===== config.mk =====
export PLATFORM = sky130hd
export DESIGN_NAME = load_store_unit
export DESIGN_NICKNAME = d
export VERILOG_FILES = /design/src/rtl/riscv_pkg.sv /design/src/rtl/lsu_data_align.sv /design/src/rtl/load_store_unit.sv
export SDC_FILE = /design/constraint.sdc
export NUM_CORES = 1
export LEC_CHECK = 0
export BUFFER_PORTS_ARGS = -buffer_cell sky130_fd_sc_hd__clkbuf_2
export CORE_ASPECT_RATIO = 0.6
export CORE_MARGIN = 1
export CORE_UTILIZATION = 54
export CTS_CLUSTER_SIZE = 12
export DETAILED_ROUTE_END_ITERATION = 6
export GPL_TIMING_DRIVEN = 0
export PLACE_DENSITY = 0.84
export SYNTH_ARGS = -nofsm -noshare
export SYNTH_HDL_FRONTEND = slang
export SYNTH_HIERARCHICAL = 1
export SYNTH_SLANG_ARGS = --single-unit

===== constraint.sdc =====
create_clock -name clk_i -period 8.2 [get_ports clk_i]
set_clock_uncertainty 0.2 [all_clocks]
set_input_delay 1.23 -clock clk_i [delete_from_list [all_inputs] [get_ports clk_i]]
set_output_delay 1.23 -clock clk_i [all_outputs]
set_load 0.05 [all_outputs]

===== src/rtl/riscv_pkg.sv =====
// Shared types and constants for the RV32 core: memory access sizes,
// load/store unit FSM states and the default bus response timeout.
package riscv_pkg;

    localparam int XLEN                = 32;
    localparam int LSU_TIMEOUT_DEFAULT = 64;

    typedef enum logic [1:0] {
        MEM_BYTE = 2'b00,
        MEM_HALF = 2'b01,
        MEM_WORD = 2'b10
    } mem_size_e;

    typedef enum logic [1:0] {
        LSU_IDLE,
        LSU_REQ,
        LSU_WAIT_RSP
    } lsu_state_e;

endpackage


===== src/rtl/lsu_data_align.sv =====
// Combinational lane steering for a 32-bit data bus: byte enables and
// lane-replicated store data on the way out, lane extraction plus sign or
// zero extension of load data on the way back. Size 2'b11 behaves as word.
module lsu_data_align
    import riscv_pkg::*;
(
    input  logic [1:0]      i_size,
    input  logic [1:0]      i_offset,
    input  logic            i_sign_ext,
    input  logic [XLEN-1:0] i_wdata,
    input  logic [XLEN-1:0] i_rdata,
    output logic [3:0]      o_be,
    output logic [XLEN-1:0] o_wdata,
    output logic [XLEN-1:0] o_rdata
);

    logic [XLEN-1:0] w_shifted;

    assign w_shifted = i_rdata >> {i_offset, 3'b000};

    // Select enables, replicate store data and extend the addressed load lane
    always_comb begin
        o_be    = 4'b1111;
        o_wdata = i_wdata;
        o_rdata = w_shifted;
        case (i_size)
            MEM_BYTE: begin
                o_be    = 4'b0001 << i_offset;
                o_wdata = {(XLEN/8){i_wdata[7:0]}};
                o_rdata = {{(XLEN-8){i_sign_ext & w_shifted[7]}}, w_shifted[7:0]};
            end
            MEM_HALF: begin
                o_be    = 4'b0011 << i_offset;
                o_wdata = {(XLEN/16){i_wdata[15:0]}};
                o_rdata = {{(XLEN-16){i_sign_ext & w_shifted[15]}}, w_shifted[15:0]};
            end
            default: begin
                o_be    = 4'b1111;
                o_wdata = i_wdata;
                o_rdata = w_shifted;
            end
        endcase
    end

endmodule


===== src/rtl/load_store_unit.sv =====
// Multi-cycle load/store sequencer between the single-cycle datapath and a
// request/grant/response data bus. One transaction at a time; the core is
// stalled until the response (or a timeout) retires the access.
module load_store_unit
    import riscv_pkg::*;
#(
    parameter int TIMEOUT_CYCLES = LSU_TIMEOUT_DEFAULT
)
(
    input  logic            clk_i,
    input  logic            rst_ni,
    input  logic            mem_read_en_i,
    input  logic            mem_write_en_i,
    input  logic [1:0]      mem_size_i,
    input  logic            mem_sign_ext_i,
    input  logic [XLEN-1:0] addr_i,
    input  logic [XLEN-1:0] wdata_i,
    output logic            stall_o,
    output logic            done_o,
    output logic [XLEN-1:0] rdata_o,
    output logic            misaligned_o,
    output logic            bus_err_o,
    output logic            data_req_o,
    input  logic            data_gnt_i,
    output logic            data_we_o,
    output logic [3:0]      data_be_o,
    output logic [XLEN-1:0] data_addr_o,
    output logic [XLEN-1:0] data_wdata_o,
    input  logic            data_rvalid_i,
    input  logic [XLEN-1:0] data_rdata_i,
    input  logic            data_err_i
);

    localparam int            CW   = $clog2(TIMEOUT_CYCLES);
    localparam logic [CW-1:0] TMAX = CW'(TIMEOUT_CYCLES - 1);

    lsu_state_e      r_state;
    lsu_state_e      w_next;
    logic [CW-1:0]   r_count;
    logic            r_we;
    logic [3:0]      r_be;
    logic [XLEN-1:0] r_addr;
    logic [XLEN-1:0] r_wdata;
    logic [1:0]      r_size;
    logic            r_sign_ext;
    logic [1:0]      r_offset;

    logic            w_access;
    logic            w_misaligned;
    logic            w_idle;
    logic            w_capture;
    logic            w_timeout;
    logic [1:0]      w_al_size;
    logic [1:0]      w_al_offset;
    logic [3:0]      w_be;
    logic [XLEN-1:0] w_wdata_rep;
    logic [XLEN-1:0] w_load_data;

    assign w_access    = mem_read_en_i | mem_write_en_i;
    assign w_idle      = (r_state == LSU_IDLE);
    assign w_timeout   = (r_count == TMAX);
    assign w_al_size   = w_idle ? mem_size_i : r_size;
    assign w_al_offset = w_idle ? addr_i[1:0] : r_offset;

    // Byte accesses are always aligned; halves need bit 0 clear, words both bits
    always_comb begin
        case (mem_size_i)
            MEM_BYTE: w_misaligned = 1'b0;
            MEM_HALF: w_misaligned = addr_i[0];
            default:  w_misaligned = (addr_i[1:0] != 2'b00);
        endcase
    end

    // In IDLE the aligner sees the live request; afterwards the captured access
    lsu_data_align u_align (
        .i_size     (w_al_size),
        .i_offset   (w_al_offset),
        .i_sign_ext (r_sign_ext),
        .i_wdata    (wdata_i),
        .i_rdata    (data_rdata_i),
        .o_be       (w_be),
        .o_wdata    (w_wdata_rep),
        .o_rdata    (w_load_data)
    );

    // Next-state and output decode; everything is forced low while in reset
    always_comb begin
        w_next       = r_state;
        w_capture    = 1'b0;
        stall_o      = 1'b0;
        done_o       = 1'b0;
        rdata_o      = '0;
        misaligned_o = 1'b0;
        bus_err_o    = 1'b0;
        data_req_o   = 1'b0;
        data_we_o    = 1'b0;
        data_be_o    = 4'b0000;
        data_addr_o  = '0;
        data_wdata_o = '0;
        if (rst_ni) begin
            case (r_state)
                LSU_IDLE: begin
                    if (w_access) begin
                        if (w_misaligned) begin
                            misaligned_o = 1'b1;
                        end else begin
                            data_req_o   = 1'b1;
                            stall_o      = 1'b1;
                            data_we_o    = mem_write_en_i;
                            data_be_o    = w_be;
                            data_addr_o  = {addr_i[XLEN-1:2], 2'b00};
                            data_wdata_o = w_wdata_rep;
                            w_capture    = 1'b1;
                            w_next       = data_gnt_i ? LSU_WAIT_RSP : LSU_REQ;
                        end
                    end
                end
                LSU_REQ: begin
                    if (w_timeout) begin
                        bus_err_o = 1'b1;
                        done_o    = 1'b1;
                        w_next    = LSU_IDLE;
                    end else begin
                        data_req_o   = 1'b1;
                        stall_o      = 1'b1;
                        data_we_o    = r_we;
                        data_be_o    = r_be;
                        data_addr_o  = r_addr;
                        data_wdata_o = r_wdata;
                        if (data_gnt_i) begin
                            w_next = LSU_WAIT_RSP;
                        end
                    end
                end
                LSU_WAIT_RSP: begin
                    if (data_rvalid_i) begin
                        done_o = 1'b1;
                        w_next = LSU_IDLE;
                        if (data_err_i) begin
                            bus_err_o = 1'b1;
                        end else if (!r_we) begin
                            rdata_o = w_load_data;
                        end
                    end else if (w_timeout) begin
                        bus_err_o = 1'b1;
                        done_o    = 1'b1;
                        w_next    = LSU_IDLE;
                    end else begin
                        stall_o = 1'b1;
                    end
                end
                default: w_next = LSU_IDLE;
            endcase
        end
    end

    // State register, access capture and timeout counter
    always_ff @(posedge clk_i) begin
        if (!rst_ni) begin
            r_state    <= LSU_IDLE;
            r_count    <= '0;
            r_we       <= 1'b0;
            r_be       <= 4'b0000;
            r_addr     <= '0;
            r_wdata    <= '0;
            r_size     <= 2'b00;
            r_sign_ext <= 1'b0;
            r_offset   <= 2'b00;
        end else begin
            r_state <= w_next;
            if (w_idle) begin
                r_count <= '0;
            end else begin
                r_count <= r_count + 1'b1;
            end
            if (w_capture) begin
                r_we       <= mem_write_en_i;
                r_be       <= w_be;
                r_addr     <= {addr_i[XLEN-1:2], 2'b00};
                r_wdata    <= w_wdata_rep;
                r_size     <= mem_size_i;
                r_sign_ext <= mem_sign_ext_i;
                r_offset   <= addr_i[1:0];
            end
        end
    end

endmodule


# ---- After elaboration in Yosys (flattened, before gate mapping)
# Cells that the tools add are included.
# W data, S select, Z words.
dict set report totals {
  reg_bits 80
  input_bits 106
}
dict set report classes {
  add_sub_neg 1
  n_eq_ne 9
  n_shift 3
  n_mux 61
  bitwise_logic 4
  n_reduce_logical 6
}
# op count
set op_table {}
lappend op_table {{$mux W32} 13}
lappend op_table {{$pmux W32 S2} 4}
lappend op_table {{$shr A32 B5 Y32} 1}
lappend op_table {{$mux W1} 22}
lappend op_table {{$mux W2} 9}
lappend op_table {{$mux W4} 4}
lappend op_table {{$pmux W4 S2} 2}
lappend op_table {{$pmux W1 S2} 5}
lappend op_table {{$add A6 B1 Y6 const B} 1}
lappend op_table {{$eq A2 B1 Y1 const B} 3}
lappend op_table {{$eq A6 B6 Y1 const B} 1}
lappend op_table {{$logic_not A2 Y1} 3}
lappend op_table {{$ne A3 B3 Y1 const B} 2}
lappend op_table {{$pmux W2 S3} 1}
lappend op_table {{$ne A2 B2 Y1 const B} 2}
lappend op_table {{$reduce_and A4 Y1} 1}
lappend op_table {{$shl A1 B2 Y4 const A} 1}
lappend op_table {{$shl A2 B2 Y4 const A} 1}
lappend op_table {{$pmux W1 S3} 1}
lappend op_table {{$and A1 B1 Y1} 2}
lappend op_table {{$eq A2 B2 Y1 const B} 1}
lappend op_table {{$reduce_bool A2 Y1} 1}
lappend op_table {{$reduce_or A2 Y1} 1}
lappend op_table {{$not A1 Y1} 1}
lappend op_table {{$or A1 B1 Y1} 1}

# ---- Depth between registers and ports, before layout
dict set report depth {
  word_depth 10
  depth_mapped 11
  ltp_nobuf 8
}

# ---- Modules after synthesis
# The synthesis kept the hierarchy.
# module instances cells_each area_each_um2 seq_area_each_um2
set modules_own_cells {}
lappend modules_own_cells {load_store_unit 1 568 4046.4 1601.5}
lappend modules_own_cells {lsu_data_align 1 182 1325.0 0.0}

# ---- Least setup slack after synthesis
# Ideal clock, no wire load.
dict set report synth_path {
  path_type {input -> output}
  start {input mem_size_i[0]}
  end {output data_wdata_o[10]}
  arrival_time_ns 3.131
  setup_slack_ns 3.639
  stages 7
  n_path_buf 2
  cell_sequence {mux2_2 buf_2 nor2_1 buf_2 mux2_2 nand2_1 a21oi_1}
}
dict set report synth_via {
  elab_chain_cells 7
  word_cells_on_any_way 11
  classes_between {2 x eq/ne; 7 x mux; 2 x reduce/logical}
}
# element line_no
set synth_lines {}
lappend synth_lines {{from (decl)} load_store_unit.sv:14} ;# input logic [1:0] mem_size_i,
lappend synth_lines {{$mux W2 *} load_store_unit.sv:62} ;# assign w_al_size = w_idle ? mem_size_i : r_size;
lappend synth_lines {{$eq A2 B1 Y1 / $logic_not A2 Y1 (equally long branches)} lsu_data_align.sv:26} ;# case (i_size)
lappend synth_lines {{$pmux W32 S2 *} lsu_data_align.sv:26}
lappend synth_lines {{net w_wdata_rep[10]} load_store_unit.sv:56} ;# logic [XLEN-1:0] w_wdata_rep;
lappend synth_lines {{$mux W32 *} load_store_unit.sv:104} ;# if (w_misaligned) begin
lappend synth_lines {{$mux W32 *} load_store_unit.sv:103} ;# if (w_access) begin
lappend synth_lines {{$pmux W32 S2 *} load_store_unit.sv:101} ;# case (r_state)
lappend synth_lines {{$mux W32 *} load_store_unit.sv:100} ;# if (rst_ni) begin
lappend synth_lines {{to (decl)} load_store_unit.sv:28} ;# output logic [XLEN-1:0] data_wdata_o,
# The timed path passes the listed nets; every way through them passes the cells marked *.

# ---- Worst setup path in the final report
dict set report layout_path {
  start {input mem_size_i[0]}
  end {output data_wdata_o[11]}
}
dict set report layout_via {
  elab_chain_cells 7
  word_cells_on_any_way 11
  classes_between {2 x eq/ne; 7 x mux; 2 x reduce/logical}
}
# element line_no
set layout_lines {}
lappend layout_lines {{$mux W2 *} load_store_unit.sv:62}
lappend layout_lines {{net w_al_size[0]} load_store_unit.sv:53} ;# logic [1:0] w_al_size;
lappend layout_lines {{$eq A2 B1 Y1 / $logic_not A2 Y1 (equally long branches)} lsu_data_align.sv:26}
lappend layout_lines {{$pmux W32 S2 *} lsu_data_align.sv:26}
lappend layout_lines {{net w_wdata_rep[11]} load_store_unit.sv:56}
lappend layout_lines {{$mux W32 *} load_store_unit.sv:104}
lappend layout_lines {{$mux W32 *} load_store_unit.sv:103}
lappend layout_lines {{$pmux W32 S2 *} load_store_unit.sv:101}
lappend layout_lines {{$mux W32 *} load_store_unit.sv:100}
# Marked as above.

==> flow_summary.ini <==
[drt]
vias = 6040
drc = 0
wl_um = 16800
drtIter0Drc = 512
viasPerCell = 5.46
firstDrtPassIters = 6
final_antenna_net_count = 0
wl_per_cell_um = 15.2

[global_route]
grt_max_degree = 15
grt_pass1_vias = 5441
grt-ovfl-total = 0
grt_pass1_wl_um = 26500
grt_antenna_before_repair = 0
grtUsageTotal = 0.330

[sta]
slew_viol_final = 0
finalHoldViolCount = 0
setup_viol = 0
min_period_ns = 4.86
layout_worst_path_cycle_share = 0.593
max_slew.worst_pin.slew_ns = 0.792
rsz0062_at_grt = false
whs_ns = 0.253
max_slew_margin = 0.471
fin_tns_setup_ns = 0
fmax_mhz = 206

[power]
p_per_area_mw_per_mm2 = 217
ir_drop_uv = 121
leakage_nw = 2.99

[clock_tree]
hold_buffers = 0
numCtsBuffers = 9
clock_sinks = 80
cts-root-buf = clkbuf_16
cts_buffer_depth = 2
post_cts_resize_count = 0
path_clk_slew_ns = 0.06
post_cts_buffers = 0
cts-htree-levels = 3
cts_tree = built
clk_latency_ns = 0.33

[cells_and_area]
area_delta_synth_final_pct = 28.4
multi_input_area_mm2 = 0.00335
num_antenna_cells = 0
final_util = 0.732
design_area_mm2 = 0.00690
nets = 1082
drive_above_1_share = 0.350
fillers = 798
layout.area.seq_mm2 = 0.00160
fin_cells = 1106

[synth]
ys_seq_area_frac = 0.298
ys.flop_type = dfxtp_1
syn-mean-instance-area_um2 = 7.16
synth_cells = 750
yosys-top-cells-count = 226 x nand2_1, 132 x a21oi_1, 80 x dfxtp_1
synth_most_common_cell = nand2_1
yosysWarnings = 6
async_flop_share = 0
yosysTopAreaCellShare = 0.298
ys_types = 50
yosys.area.top_type = dfxtp_1
syn_area_mm2 = 0.00537
synth_edf_count = 0
synth.area.top_cells = dfxtp_1 30%, nand2_1 16%, a21oi_1 12%
ys_ff_latch = 80

[worst_setup_path]
crit_buf_inv = 4
worstReg2RegStart = r_state[0]
cp_cell_sequence = clkbuf_2 > mux2_2 > buf_2 > nor2_1 > buf_2 > mux2_2 > nand2_1 > a21oi_1 > clkbuf_2
cp_slowest_cell = nor2_1
arrival_ns = 3.43
critical_path_class = in2out
slowest_delay_ns = 0.45
startpoint_type = input port
crit_required_ns = 6.77
critPathMaxFanout = 10
path_delay_family = buffers and inverters
cp-startpoint = mem_size_i[0]
crit_path_end_kind = output port

[status]
status = complete, no violations

[min_path]
hp-start = r_addr[29]
min_path_type = reg2reg

[floorplan]
fp.dieArea_mm2 = 0.0104
rows = 27
ios = 212
die_w_um = 131
start_util = 0.570
die_h_um = 79.3
fp.coreArea_mm2 = 0.00943

[placed_design]
io_buffers = 209
gp_congestion = 0.946
dpl.hpwl_um = 12800
dpl_cell_area_mm2 = 0.00658
place_inst = 1090

[job]
drv_cap = 0
[per-layer routing]
| layer | global-route usage | vias up | wire length (µm) |
|---|---|---|---|
| met5 | 0 | - | 0 |
| met4 | 0.100 | 0 | 374 |
| met3 | 0.0802 | 40 | 1540 |
| met1 | 0.468 | 2725 | 7900 |
| met2 | 0.490 | 304 | 6950 |
| li1 | - | 2971 | - |
[per-stage QoR]
step / setup WS (ns) / total power, mW
3_5_place_dp: 3.41 / 1.08
2_1_floorplan: 3.64 / 0.917
3_3_place_gp: 3.42 / 1.07
4_1_cts: 3.39 / 1.49
6_report: 3.34 / 1.50
5_1_grt: 3.22 / 1.57
[state kept, by name, indices dropped and copies added (netlist names), 2 cells and up]
| register | flops |
|---|---|
| r_count | 6 |
| r_addr | 30 |
| r_size | 2 |
| r_wdata | 32 |
| r_be | 4 |
| r_state | 2 |
| r_offset | 2 |
[worst reg2reg max path, delay by kind of cell (launching register included)]
kind            cells  cell delay [ns]
buf+inv             4             0.91
flops               1             0.32
fa+ha+maj           1             0.23
simple gates        2             0.53
mux                 2             0.74
compound gates      1             0.06
[layout by cell type (no fill, tap or decap), types with 3 or more instances in the layout]
master / instances
nand2_1: 226
clkbuf_2: 209
a21oi_1: 132
dfxtp_1: 80
and2_1: 33
mux2_2: 28
clkbuf_1: 26
o21ai_0: 24
mux2i_1: 23
buf_2: 20
a21oi_2: 20
o211ai_1: 16
buf_4: 13
nand3_1: 11
nor2_1: 11
nand2_2: 10
clkbuf_16: 9
inv_1: 8
or2_2: 8
buf_6: 7
nand3b_1: 5
ha_1: 5
buf_1: 4
nor2b_1: 3
nand2b_1: 3
xor2_1: 3
o21a_1: 3
[area by class of cell]
| class | instances | area share |
|---|---|---|
| multi-input combinational | 592 | 0.486 |
| tap | 130 | 0.0236 |
| clock inverter | 5 | 0.00907 |
| clock buffer | 11 | 0.0366 |
| buffer | 70 | 0.0564 |
| inverter | 9 | 0.00490 |
| sequential | 80 | 0.232 |
| timing repair buffer | 209 | 0.152 |
[cells by family (layout without fill, tap and decap cells)]
kind of cell    count (synthesis)  after routing  synth area share
compound gates                212            212             0.239
fa+ha+maj                       5              5            0.0116
flops                          80             80             0.298
xor+xnor                        4              4           0.00652
mux                            53             53             0.107
other cells                     1              2          0.000698
simple gates                  316            316             0.258
buf+inv                        79            304            0.0787
[final timing paths]
check	end	slack, ns	cells after the start
worst max-delay path	data_wdata_o[11]	3.34	9
worst min register to register	r_addr[29]	0.25	2
worst max register to register	r_wdata[9]	5.08	10
worst min-delay path	r_addr[29]	0.25	2
[power by group]
group / internal [mW] / switching, mW
Sequential: 0.429 / 0.0206
Combinational: 0.206 / 0.428
Clock: 0.254 / 0.161
Total: 0.889 / 0.609
Note: power is estimated with default switching activity, not from simulation.
